$ cat src/rtl/dmem_req_queue_if.sv
// Core/memory request and response bundle for dmem_req_queue.
interface dmem_req_queue_if #(
  parameter int unsigned ADDR_W = 12,
  parameter int unsigned DATA_W = 32
);
  logic              req_valid_i;
  logic              req_wen_i;
  logic              req_byte_i;
  logic [ADDR_W-1:0] req_addr_i;
  logic [DATA_W-1:0] req_wdata_i;
  logic              req_ready_o;
  logic              mem_valid_o;
  logic              mem_wen_o;
  logic              mem_byte_o;
  logic [ADDR_W-1:0] mem_addr_o;
  logic [DATA_W-1:0] mem_wdata_o;
  logic              mem_yumi_i;
  logic              mem_rvalid_i;
  logic [DATA_W-1:0] mem_rdata_i;
  logic              mem_ryumi_o;
  logic              resp_valid_o;
  logic [DATA_W-1:0] resp_data_o;
  logic              resp_yumi_i;
  logic              idle_o;
  logic              err_o;

  modport slave (
    input  req_valid_i, req_wen_i, req_byte_i, req_addr_i, req_wdata_i,
    input  mem_yumi_i, mem_rvalid_i, mem_rdata_i, resp_yumi_i,
    output req_ready_o, mem_valid_o, mem_wen_o, mem_byte_o, mem_addr_o, mem_wdata_o,
    output mem_ryumi_o, resp_valid_o, resp_data_o, idle_o, err_o
  );

  modport master (
    output req_valid_i, req_wen_i, req_byte_i, req_addr_i, req_wdata_i,
    output mem_yumi_i, mem_rvalid_i, mem_rdata_i, resp_yumi_i,
    input  req_ready_o, mem_valid_o, mem_wen_o, mem_byte_o, mem_addr_o, mem_wdata_o,
    input  mem_ryumi_o, resp_valid_o, resp_data_o, idle_o, err_o
  );
endinterface

$ cat src/rtl/dmem_req_queue.sv
// In-order data-memory request queue with load-credit tracking and byte-lane response formatting.
// Optional DMEM_ERR_CHECK_EN: drop misaligned word requests / flag spurious read data on sticky err_o.
module dmem_req_queue #(
  parameter int unsigned DEPTH  = 4,
  parameter int unsigned ADDR_W = 12,
  parameter int unsigned DATA_W = 32,
  parameter int unsigned MAX_LD = 4
) (
  input logic            clk,
  input logic            n_reset,
  dmem_req_queue_if.slave bus
);
  localparam int unsigned PW    = $clog2(DEPTH);
  localparam int unsigned RQW   = PW + 1;
  localparam int unsigned LIW   = (MAX_LD > 1) ? $clog2(MAX_LD) : 1;
  localparam int unsigned RCW   = LIW + 1;
  localparam int unsigned RD    = 2 ** LIW;
  localparam int unsigned LCW   = $clog2(MAX_LD) + 1;
  localparam int unsigned LANES = DATA_W / 8;

  typedef struct packed {
    logic              wen;
    logic              byte_op;
    logic [ADDR_W-1:0] addr;
    logic [DATA_W-1:0] wdata;
  } req_t;

  typedef struct packed {
    logic       byte_op;
    logic [1:0] off;
  } lane_t;

  req_t              rq_mem [DEPTH];
  logic [RQW-1:0]    rq_wp, rq_rp;
  lane_t             ln_mem [RD];
  logic [RCW-1:0]    ln_wp, ln_rp;
  logic [DATA_W-1:0] rs_mem [RD];
  logic [RCW-1:0]    rs_wp, rs_rp;
  logic [LCW-1:0]    ld_cnt;

  logic rq_empty_c, rq_full_c, push_c, push_wr_c, misaligned_c;
  logic mem_valid_c, pop_c, ld_pop_c, spurious_c, capture_c, rs_empty_c, consume_c;
  req_t                   head_c;
  lane_t                  lane_c;
  logic [LANES-1:0][7:0]  rs_lanes_c;
  logic [RCW-1:0]         rs_cnt_c;
  logic [DATA_W-1:0]      resp_c;

  // Request FIFO status and handshakes
  assign rq_empty_c  = (rq_wp == rq_rp);
  assign rq_full_c   = (rq_wp[PW] != rq_rp[PW]) && (rq_wp[PW-1:0] == rq_rp[PW-1:0]);
  assign head_c      = rq_mem[rq_rp[PW-1:0]];
  assign push_c      = bus.req_valid_i && !rq_full_c;
  assign push_wr_c   = push_c && !misaligned_c;
  assign mem_valid_c = !rq_empty_c && (head_c.wen || (ld_cnt < LCW'(MAX_LD)));
  assign pop_c       = mem_valid_c && bus.mem_yumi_i;
  assign ld_pop_c    = pop_c && !head_c.wen;

  // Read data is only accepted while some issued load still lacks its data
  assign rs_cnt_c    = rs_wp - rs_rp;
  assign spurious_c  = bus.mem_rvalid_i && (rs_cnt_c >= RCW'(ld_cnt));
  assign capture_c   = bus.mem_rvalid_i && !spurious_c;
  assign rs_empty_c  = (rs_wp == rs_rp);
  assign consume_c   = !rs_empty_c && bus.resp_yumi_i;

  assign lane_c      = ln_mem[ln_rp[LIW-1:0]];
  assign rs_lanes_c  = rs_mem[rs_rp[LIW-1:0]];

  always_comb begin
    resp_c = rs_lanes_c;
    if (lane_c.byte_op) resp_c = DATA_W'(rs_lanes_c[lane_c.off]);
  end

  assign bus.req_ready_o  = !rq_full_c;
  assign bus.mem_valid_o  = mem_valid_c;
  assign bus.mem_wen_o    = head_c.wen;
  assign bus.mem_byte_o   = head_c.byte_op;
  assign bus.mem_addr_o   = head_c.addr;
  assign bus.mem_wdata_o  = head_c.byte_op ? {LANES{head_c.wdata[7:0]}} : head_c.wdata;
  assign bus.mem_ryumi_o  = bus.mem_rvalid_i;
  assign bus.resp_valid_o = !rs_empty_c;
  assign bus.resp_data_o  = resp_c;
  assign bus.idle_o       = rq_empty_c && rs_empty_c && (ld_cnt == '0);

  // Pointers and load credit
  always_ff @(posedge clk or negedge n_reset) begin
    if (!n_reset) begin
      rq_wp  <= '0;
      rq_rp  <= '0;
      ln_wp  <= '0;
      ln_rp  <= '0;
      rs_wp  <= '0;
      rs_rp  <= '0;
      ld_cnt <= '0;
    end else begin
      if (push_wr_c) rq_wp <= rq_wp + RQW'(1);
      if (pop_c)     rq_rp <= rq_rp + RQW'(1);
      if (ld_pop_c)  ln_wp <= ln_wp + RCW'(1);
      if (capture_c) rs_wp <= rs_wp + RCW'(1);
      if (consume_c) begin
        ln_rp <= ln_rp + RCW'(1);
        rs_rp <= rs_rp + RCW'(1);
      end
      case ({ld_pop_c, consume_c})
        2'b10:   ld_cnt <= ld_cnt + LCW'(1);
        2'b01:   ld_cnt <= ld_cnt - LCW'(1);
        default: ld_cnt <= ld_cnt;
      endcase
    end
  end

  // FIFO storage; contents are don't-care until written
  always_ff @(posedge clk) begin
    if (push_wr_c) rq_mem[rq_wp[PW-1:0]] <= '{wen: bus.req_wen_i, byte_op: bus.req_byte_i,
                                               addr: bus.req_addr_i, wdata: bus.req_wdata_i};
    if (ld_pop_c)  ln_mem[ln_wp[LIW-1:0]] <= '{byte_op: head_c.byte_op, off: head_c.addr[1:0]};
    if (capture_c) rs_mem[rs_wp[LIW-1:0]] <= bus.mem_rdata_i;
  end

`ifdef DMEM_ERR_CHECK_EN
  logic err_q;

  assign misaligned_c = !bus.req_byte_i && (bus.req_addr_i[1:0] != 2'b00);
  assign bus.err_o    = err_q;

  always_ff @(posedge clk or negedge n_reset) begin
    if (!n_reset) err_q <= 1'b0;
    else          err_q <= err_q | (push_c & misaligned_c) | spurious_c;
  end
`else
  assign misaligned_c = 1'b0;
  assign bus.err_o    = 1'b0;
`endif

endmodule

$ cat src/flat_wrapper.sv
// flat-port wrapper written by rule: the top's interface ports become plain ports
module dmem_req_queue_flat 
#(
  parameter int unsigned DEPTH  = 4,
  parameter int unsigned ADDR_W = 12,
  parameter int unsigned DATA_W = 32,
  parameter int unsigned MAX_LD = 4
)
  (clk, n_reset, bus_req_valid_i, bus_req_wen_i, bus_req_byte_i, bus_req_addr_i, bus_req_wdata_i, bus_mem_yumi_i, bus_mem_rvalid_i, bus_mem_rdata_i, bus_resp_yumi_i, bus_req_ready_o, bus_mem_valid_o, bus_mem_wen_o, bus_mem_byte_o, bus_mem_addr_o, bus_mem_wdata_o, bus_mem_ryumi_o, bus_resp_valid_o, bus_resp_data_o, bus_idle_o, bus_err_o);
  dmem_req_queue_if #(.ADDR_W(ADDR_W), .DATA_W(DATA_W)) bus_i ();
  input logic clk;
  input logic n_reset;
  input wire logic [$bits(bus_i.req_valid_i)-1:0] bus_req_valid_i;
  input wire logic [$bits(bus_i.req_wen_i)-1:0] bus_req_wen_i;
  input wire logic [$bits(bus_i.req_byte_i)-1:0] bus_req_byte_i;
  input wire logic [$bits(bus_i.req_addr_i)-1:0] bus_req_addr_i;
  input wire logic [$bits(bus_i.req_wdata_i)-1:0] bus_req_wdata_i;
  input wire logic [$bits(bus_i.mem_yumi_i)-1:0] bus_mem_yumi_i;
  input wire logic [$bits(bus_i.mem_rvalid_i)-1:0] bus_mem_rvalid_i;
  input wire logic [$bits(bus_i.mem_rdata_i)-1:0] bus_mem_rdata_i;
  input wire logic [$bits(bus_i.resp_yumi_i)-1:0] bus_resp_yumi_i;
  output wire logic [$bits(bus_i.req_ready_o)-1:0] bus_req_ready_o;
  output wire logic [$bits(bus_i.mem_valid_o)-1:0] bus_mem_valid_o;
  output wire logic [$bits(bus_i.mem_wen_o)-1:0] bus_mem_wen_o;
  output wire logic [$bits(bus_i.mem_byte_o)-1:0] bus_mem_byte_o;
  output wire logic [$bits(bus_i.mem_addr_o)-1:0] bus_mem_addr_o;
  output wire logic [$bits(bus_i.mem_wdata_o)-1:0] bus_mem_wdata_o;
  output wire logic [$bits(bus_i.mem_ryumi_o)-1:0] bus_mem_ryumi_o;
  output wire logic [$bits(bus_i.resp_valid_o)-1:0] bus_resp_valid_o;
  output wire logic [$bits(bus_i.resp_data_o)-1:0] bus_resp_data_o;
  output wire logic [$bits(bus_i.idle_o)-1:0] bus_idle_o;
  output wire logic [$bits(bus_i.err_o)-1:0] bus_err_o;
  assign bus_i.req_valid_i = bus_req_valid_i;
  assign bus_i.req_wen_i = bus_req_wen_i;
  assign bus_i.req_byte_i = bus_req_byte_i;
  assign bus_i.req_addr_i = bus_req_addr_i;
  assign bus_i.req_wdata_i = bus_req_wdata_i;
  assign bus_i.mem_yumi_i = bus_mem_yumi_i;
  assign bus_i.mem_rvalid_i = bus_mem_rvalid_i;
  assign bus_i.mem_rdata_i = bus_mem_rdata_i;
  assign bus_i.resp_yumi_i = bus_resp_yumi_i;
  assign bus_req_ready_o = bus_i.req_ready_o;
  assign bus_mem_valid_o = bus_i.mem_valid_o;
  assign bus_mem_wen_o = bus_i.mem_wen_o;
  assign bus_mem_byte_o = bus_i.mem_byte_o;
  assign bus_mem_addr_o = bus_i.mem_addr_o;
  assign bus_mem_wdata_o = bus_i.mem_wdata_o;
  assign bus_mem_ryumi_o = bus_i.mem_ryumi_o;
  assign bus_resp_valid_o = bus_i.resp_valid_o;
  assign bus_resp_data_o = bus_i.resp_data_o;
  assign bus_idle_o = bus_i.idle_o;
  assign bus_err_o = bus_i.err_o;
  dmem_req_queue #(.DEPTH(DEPTH), .ADDR_W(ADDR_W), .DATA_W(DATA_W), .MAX_LD(MAX_LD)) u_core (.clk(clk), .n_reset(n_reset), .bus(bus_i));
endmodule
$ cat config.mk
export PLATFORM = sky130hd
export DESIGN_NAME = dmem_req_queue_flat
export DESIGN_NICKNAME = d
export VERILOG_FILES = /design/src/rtl/dmem_req_queue_if.sv /design/src/rtl/dmem_req_queue.sv /design/src/flat_wrapper.sv
export SDC_FILE = /design/constraint.sdc
export NUM_CORES = 1
export LEC_CHECK = 0
export ABC_AREA = 1
export BUFFER_PORTS_ARGS = -buffer_cell sky130_fd_sc_hd__buf_2
export CAP_MARGIN = 20
export CELL_PAD_IN_SITES_DETAIL_PLACEMENT = 1
export CELL_PAD_IN_SITES_GLOBAL_PLACEMENT = 1
export CORE_MARGIN = 2
export CORE_UTILIZATION = 42
export CTS_CLUSTER_SIZE = 8
export DETAILED_ROUTE_END_ITERATION = 16
export PLACE_DENSITY_LB_ADDON = 0.1
export SETUP_SLACK_MARGIN = 0.05
export SLEW_MARGIN = 20
export SYNTH_ARGS = -nofsm -noshare
export SYNTH_HDL_FRONTEND = slang
export SYNTH_SLANG_ARGS = --single-unit
$ cat constraint.sdc
create_clock -name clk -period 4.01 [get_ports clk]
set_input_delay 0.802 -clock clk [delete_from_list [all_inputs] [get_ports clk]]
set_output_delay 0.802 -clock clk [all_outputs]
set_load 0.1 [all_outputs]
==> impl_metrics.csv, run 1 <==
group,metric,value,unit
sta,setup_ws,0.425,ns
clock_tree,holdBufCountCts,0,
hold_path,hp-class,"in -> async",
sta,clock.fmax,279,MHz
job,max_cap_viol_count,0,
synth,synth_top_area_share,69.0,%
placed_design,dp_slack,0.851,ns
synth,synth.mux.area_fraction,0,%
critical_path,cp-start-kind,"register",
drt,firstDrtPassIters,5,
die,die_area,35100,sq um
global_routing,grt_max_degree,83,
global_routing,grt_pass1_vias,9938,
synth,yosysWarnings,0,
drt,drc,0,
synth,synth_area_per_cell,12.2,sq um
clock_tree,clock_latency,0.55,ns
synth,synth_fa_ha_area_share,2.06,%
placed_design,dpl.hpwl,21900,um
synth,synth_flop_cell,"edfxtp_1",
status,outcome,"completed",
synth,async_flop_share,5.54,%
critical_path,required,3.21,ns
synth,synth-edff-count,324,
clock_tree,cts_tree,"done",
global_routing,grt_pass1_wl,56700,um
critical_path,crit_path_max_fanout,16,
drt,routedWlPerCell,20.0,um
synth,synth_nets,1265,
cells_and_area,nets,1442,
placed_design,gp_congestion,0.753,
placed_design,place.port_buffers,166,
synth,seq_area_frac_synth,72.4,%
clock_tree,cts_max_level,2,
cells_and_area,syn_to_final_growth,27.9,%
die,die_w,187,um
synth,yosysUniqueCellTypes,36,
drt,drt_wl_total,36100,um
clock_tree,path_clk_slew,0.05,ns
critical_path,worst-setup-path-type,"reg -> out",
die,initial_core_util,42.4,%
synth,ys_ff_latch,343,
drt,ant_nets,0,
sta,fin_worst_skew,0.0340,ns
synth,synth_compound_area_share,6.91,%
global_routing,antenna_found_initial,7,
sta,tightestPinTransition,0.777,ns
critical_path,arrival,2.78,ns
sta,period_minus_slack,3.58,ns
synth,synth_top_family_by_area,"simple AND/OR/NAND/NOR gates",
synth,syn_inst,1159,
global_routing,track_usage,20.8,%
sta,slew_violations,0,
die,core,33300,sq um
sta,hold_viol_final,0,
cells_and_area,final_layout_size_suffix_gt1_share,19.9,%
synth,synth_top_cell_by_area,"edfxtp_1",
cells_and_area,final_util,54.2,%
synth,syn_area,14100,sq um
sta,max_slew_margin,48.2,%
sta,period_share,89.4,%
sta,setup_violations,0,
drt,drtIter0Drc,458,
critical_path,end_kind,"primary output",
die,die_height,187,um
synth,synthTopCellsByArea,"edfxtp_1 69%, nand2_1 7.0%, o21ai_0 4.0%",
global_routing,gr-total-overflow,0,
die,pin_count,168,
die,rows,67,
drt,avgViaCountPerCell,5.15,
synth,yosys.area_share.simple,14.3,%
clock_tree,cts.path.max_buffers,3,
synth,synthXorXnorAreaFrac,0.932,%
sta,rsz0062_at_grt,"false",
clock_tree,cts_buffers,48,
clock_tree,clockRootBuffer,"clkbuf_16",
clock_tree,cts.sinks,343,
drt,vias,9322,
-- area by class of cell --
type | count | area (sq um)
Sequential cell | 343 | 10200
Tap cell | 448 | 561
Timing Repair Buffer | 186 | 2240
Antenna cell | 5 | 12.5
Inverter | 50 | 196
Multi-Input combinational cell | 707 | 3510
Clock inverter | 2 | 25.0
Clock buffer | 68 | 1280
Fill cell | 3398 | 15200
-- cells by family (layout without fill, tap and decap cells) --
family / after synthesis / count (layout)
other cells: 1 / 6
fa+ha+maj: 22 / 22
xor+xnor: 15 / 15
buf+inv: 109 / 306
simple gates: 496 / 496
flops: 343 / 343
compound gates: 173 / 173
-- stage by stage --
stage	instance area [sq um]	setup TNS, ns	hold WS, ns	std cells
2_1_floorplan	14200	-22.79	0.450	1159
3_3_place_gp	16700	0	0.466	1734
3_5_place_dp	16700	0	0.478	1734
4_1_cts	18000	0	0.197	1804
5_1_grt	18000	0	0.228	1805
6_report	18000	0	0.203	1809
-- cells in the final DEF (no fill, tap or decap), types with 15 or more instances in the layout --
cell type	instances
o22ai_1	44
dfrtp_1	17
clkbuf_1	20
inv_1	44
clkbuf_16	48
buf_4	15
buf_12	85
buf_2	86
nor2_1	144
o21ai_0	114
edfxtp_1	324
nand3_1	64
ha_1	20
nand2_1	262
-- worst paths after layout --
| check | slack, ns | startpoint | end | depth (start not counted) |
|---|---|---|---|---|
| min in group clk | 0.47 | bus_req_addr_i[1] | u_core.rq_mem[0][33] | 1 |
| max in group asynchronous | 3.44 | n_reset | u_core.rs_rp[0] | 1 |
| worst max-delay path | 0.43 | u_core.rq_rp[1] | bus_mem_wdata_o[25] | 5 |
| worst max register to register | 0.97 | u_core.rs_wp[0] | u_core.rs_mem[0][21] | 11 |
| worst min-delay path | 0.20 | n_reset | u_core.rq_rp[1] | 1 |
| worst min register to register | 0.48 | u_core.ld_cnt[1] | u_core.ld_cnt[1] | 2 |
-- critical path, stage by stage, from the launching register on --
cell and delay (ns):
dfrtp_1 0.39, clkinvlp_4 0.34, a32oi_4 0.67, nand2_1 0.38, nand2_1 0.25, buf_12 0.20
-- per-layer routing --
layer	routed length [um]	up-vias	share of wire [%]	GRT usage (%)
met5	26	-	0.072	0
met4	741	4	2.1	5.43
met3	2020	50	5.6	4.95
met2	18100	220	50	36.2
met1	15300	4639	42	26.0
li1	-	4409	-	-
-- sequential cells by signal (all words and copies together) (netlist names) --
signal / count
u_core.ln_wp: 2
u_core.rs_wp: 3
u_core.rq_mem: 184
u_core.ln_rp: 2
u_core.rs_rp: 3
u_core.rs_mem: 128
u_core.rq_wp: 3
u_core.ld_cnt: 3
u_core.rq_rp: 3
u_core.ln_mem: 12
-- repair_timing --
item,CTS,global route
gates resized for setup,0,1
endpoints found under the setup margin,0,1
setup buffers,0,0
-- synthesized netlist by cell type (2+ instances only) --
cell      count
edfxtp_1    324
nand2_1     262
nor2_1      152
o21ai_0     114
nand3_1      64
o22ai_1      52
inv_1        46
buf_2        24
clkbuf_1     24
ha_1         20
dfrtp_1      19
xor2_1        8
xnor2_1       7
and2_0        5
buf_4         5
a21oi_1       3
and2_1        3
buf_6         3
nand2_2       3
buf_1         2
fa_1          2
inv_4         2
or2_2         2
Power of run 1 is not shown: default switching activity piles up to over one toggle a cycle in this logic, so the estimate is an artifact.
==> inputs of run 2 (changes only) <==
- CORE_UTILIZATION: 42 -> 51
- CTS_CLUSTER_SIZE: 8 -> not set
- SKIP_LAST_GASP: not set -> 1
- clock period: 4.01 -> 4.2 ns (I/O delays scaled with it)
==> impl_metrics.csv, run 2 (synthesized netlist as in run 1, its figures left out) <==
group,metric,value,unit
status,outcome,"completed",
drt,routedWlPerCell,21.5,um
placed_design,dp_slack,0.914,ns
global_routing,grt_max_degree,66,
clock_tree,cts.path.max_buffers,3,
sta,setup_ws,0.402,ns
sta,slew_violations,0,
sta,clock.fmax,263,MHz
global_routing,track_usage,25.6,%
hold_path,hp-class,"in -> async",
drt,vias,9440,
critical_path,end_kind,"primary output",
global_routing,grt_pass1_wl,56100,um
sta,setup_violations,0,
drt,avgViaCountPerCell,5.56,
cells_and_area,layout_common_cells,"324 x edfxtp_1, 262 x nand2_1, 144 x nor2_1",
cells_and_area,largest_reg_flops,184,
sta,rsz0062_at_grt,"false",
sta,tns,0,ns
placed_design,gp_congestion,0.808,
critical_path,worst-setup-path-type,"reg -> out",
cells_and_area,multi_input_comb_area,3510,sq um
cells_and_area,syn_to_final_growth,22.7,%
global_routing,antenna_found_initial,5,
cells_and_area,nFillCells,2629,
cells_and_area,stdcell_count,1698,
die,pin_count,168,
die,core,27000,sq um
drt,firstDrtPassIters,5,
cells_and_area,final_layout_size_suffix_gt1_share,20.3,%
critical_path,cp-start-kind,"register",
global_routing,gr-total-overflow,0,
placed_design,dpl.hpwl,23600,um
die,die_w,170,um
clock_tree,cts_max_level,2,
drt,drc,0,
sta,period_share,90.4,%
clock_tree,path_clk_slew,0.06,ns
cells_and_area,nets,1433,
clock_tree,cts.sinks,343,
die,die_area,29000,sq um
placed_design,place.port_buffers,166,
cells_and_area,ff_latch_area,10200,sq um
clock_tree,holdBufCountCts,0,
cells_and_area,final_common_cell,"edfxtp_1",
sta,max_slew_margin,35.3,%
die,die_height,170,um
clock_tree,clock_latency,0.52,ns
drt,ant_nets,0,
critical_path,crit_path_max_fanout,59,
sta,fin_worst_skew,0.0132,ns
critical_path,required,3.36,ns
placed_design,placed_cells,1629,
sta,hold_viol_final,0,
sta,tightestPinTransition,0.971,ns
global_routing,grt_pass1_vias,10100,
sta,period_minus_slack,3.80,ns
critical_path,arrival,2.96,ns
job,max_cap_viol_count,0,
clock_tree,clockRootBuffer,"clkbuf_16",
clock_tree,cts_buffers,37,
drt,drtIter0Drc,540,
drt,drt_wl_total,36500,um
die,initial_core_util,52.2,%
clock_tree,postCtsSetupBuffers,0,
clock_tree,cts_tree,"done",
clock_tree,cts_resized,0,
die,rows,60,
-- run 2: changes by cell type in the layout (fill, tap and decap cells not counted), sizes merged --
cell,change
clkinv,+16
diode,-3
buf,+2
clkinvlp,+2
inv,+1
bufinv,+3
clkbuf,-25
-- run 2: area by class of cell --
type                            instances  area share, %
Inverter                               50           1.11
Clock buffer                           43           5.73
Timing Repair Buffer                  188           10.3
Antenna cell                            2         0.0289
Multi-Input combinational cell        707           20.3
Clock inverter                         24           1.13
Tap cell                              341           2.47
Sequential cell                       343           59.0
-- run 2: per-layer routing --
metal	GRT usage, %	share of wire [%]
met5	0	0.12
met4	9.07	2.7
met3	4.74	5.7
met2	46.0	52
met1	30.9	39
-- run 2: final timing paths --
path                       cells past startpoint  slack [ns]              from             endpoint
setup / recovery                               7        0.40   u_core.rq_rp[0]  bus_mem_wdata_o[30]
hold / removal                                 1        0.29           n_reset      u_core.rq_wp[0]
setup reg to reg                              10        1.04   u_core.rq_rp[0]     u_core.ld_cnt[2]
hold reg to reg                                2        0.49  u_core.ld_cnt[1]     u_core.ld_cnt[1]
max in group asynchronous                      1        3.54           n_reset      u_core.rs_rp[0]
min in group clk                               2        0.49  u_core.ld_cnt[1]     u_core.ld_cnt[1]
-- run 2: metrics by stage --
| stage | hold WS (ns) | cell area [sq um] | utilization [%] |
|---|---|---|---|
| 2_1_floorplan | 0.450 | 14200 | - |
| 3_3_place_gp | 0.463 | 16100 | 59.6 |
| 3_5_place_dp | 0.492 | 16100 | 59.6 |
| 4_1_cts | 0.295 | 17300 | 64.0 |
| 5_1_grt | 0.310 | 17300 | 64.0 |
| 6_report | 0.285 | 17300 | 64.0 |
-- run 2: worst max-delay path, stage by stage (launching register included) --
cell	delay (ns)
dfrtp_2	0.59
inv_2	0.16
buf_4	0.51
o21ai_0	0.27
o22ai_2	0.25
nand2_1	0.21
nand2_1	0.22
buf_12	0.19
Power of run 2 is left out for the same reason.
==> inputs of run 3 (changes only) <==
- CORE_UTILIZATION: 51 -> 47
- TNS_END_PERCENT: not set -> 5
- clock period: 4.2 -> 4.3 ns (I/O delays scaled with it)
==> impl_metrics.csv, run 3 (synthesized netlist as in run 1, its figures left out) <==
group,metric,value,unit
placed_design,place_area,16000,sq um
cells_and_area,ff_latch_area,10200,sq um
critical_path,reg2reg_depth,10,
cells_and_area,largest_reg_flops,184,
global_routing,grt_max_degree,53,
sta,period_share,93.4,%
global_routing,gr-total-overflow,0,
job,max_cap_viol_count,0,
cells_and_area,final_util,58.3,%
cells_and_area,layout_common_cells,"324 x edfxtp_1, 262 x nand2_1, 144 x nor2_1",
global_routing,track_usage,22.8,%
drt,drt_wl_total,35400,um
cells_and_area,nets,1434,
critical_path,required,3.44,ns
sta,period_minus_slack,4.01,ns
sta,fin_worst_skew,0.0253,ns
die,die_area,31400,sq um
drt,vias,9307,
die,die_w,177,um
die,initial_core_util,47.7,%
placed_design,gp_congestion,0.774,
placed_design,placed_cells,1679,
status,outcome,"completed",
critical_path,worst-setup-path-type,"reg -> out",
drt,avgViaCountPerCell,5.32,
die,core,29600,sq um
clock_tree,cts_max_level,2,
critical_path,arrival,3.15,ns
cells_and_area,final_common_cell,"edfxtp_1",
sta,tightestPinTransition,0.765,ns
placed_design,place.port_buffers,166,
sta,max_slew_margin,49.0,%
die,rows,63,
cells_and_area,fin_area,17200,sq um
clock_tree,path_clk_slew,0.06,ns
sta,setup_violations,0,
cells_and_area,nFillCells,2988,
sta,hold_ws,0.273,ns
sta,clock.fmax,249,MHz
die,die_height,177,um
cells_and_area,syn_to_final_growth,22.2,%
die,pin_count,168,
drt,ant_nets,0,
drt,drtIter0Drc,536,
sta,slew_violations,0,
sta,rsz0062_at_grt,"false",
global_routing,antenna_found_initial,8,
clock_tree,holdBufCountCts,0,
critical_path,rr_endpoint,"u_core.rs_mem[3][16]",
drt,firstDrtPassIters,5,
clock_tree,cts_buffers,37,
clock_tree,cts.sinks,343,
sta,hold_viol_final,0,
critical_path,crit_path_max_fanout,29,
critical_path,end_kind,"primary output",
critical_path,cp-start-kind,"register",
drt,routedWlPerCell,20.2,um
hold_path,hp-class,"in -> async",
critical_path,r2r-start,"u_core.rs_rp[0]",
clock_tree,postCtsSetupBuffers,0,
cells_and_area,multi_input_comb_area,3460,sq um
clock_tree,cts_resized,0,
critical_path,regToRegSetupSlack,1.18,ns
clock_tree,cts.path.max_buffers,3,
drt,drc,0,
placed_design,dpl.hpwl,22900,um
clock_tree,clock_latency,0.53,ns
clock_tree,clockRootBuffer,"clkbuf_16",
global_routing,grt_pass1_wl,54800,um
cells_and_area,stdcell_count,1750,
cells_and_area,final_layout_size_suffix_gt1_share,19.7,%
clock_tree,cts_tree,"done",
global_routing,grt_pass1_vias,9849,
-- run 3: stage by stage --
step | worst slack, ns | setup TNS (ns)
5_1_grt | 0.107 | 0
3_3_place_gp | 0.858 | 0
6_report | 0.286 | 0
3_5_place_dp | 0.805 | 0
4_1_cts | 0.235 | 0
2_1_floorplan | -0.00233 | -0.0279
-- run 3: area by class of cell --
| cell class | instances | area share, % |
|---|---|---|
| Multi-Input combinational cell | 707 | 20.1 |
| Antenna cell | 5 | 0.0726 |
| Inverter | 50 | 1.12 |
| Timing Repair Buffer | 189 | 9.73 |
| Clock buffer | 41 | 5.46 |
| Tap cell | 390 | 2.83 |
| Sequential cell | 343 | 59.2 |
| Clock inverter | 25 | 1.45 |
-- run 3: critical path: stages, from the launching register on --
cell and delay (ns):
dfrtp_2 0.60, inv_2 0.42, nand2_1 0.15, a32oi_4 0.60, nand2_1 0.40, nand2_1 0.25
buf_12 0.20
-- run 3: metal layers --
| layer | up-vias | track usage [%] | wire [um] |
|---|---|---|---|
| met5 | - | 0 | 41 |
| met4 | 6 | 5.20 | 576 |
| met3 | 51 | 4.70 | 2000 |
| met2 | 246 | 41.7 | 18500 |
| met1 | 4609 | 27.7 | 14300 |
| li1 | 4395 | - | - |
-- run 3: how the worst max path moves through the flow --
stage / endpoint / slack, ns / from
after global routing: bus_mem_wdata_o[9] / 0.11 / u_core.rq_rp[0]
after CTS: bus_mem_wdata_o[9] / 0.24 / u_core.rq_rp[0]
after detailed placement: bus_mem_wdata_o[9] / 0.80 / u_core.rq_rp[0]
after floorplan: bus_mem_wdata_o[11] / -0.002 / u_core.rq_rp[1]
after global placement: bus_mem_wdata_o[9] / 0.86 / u_core.rq_rp[0]
final: bus_mem_wdata_o[9] / 0.29 / u_core.rq_rp[0]
Power of run 3 is left out for the same reason.
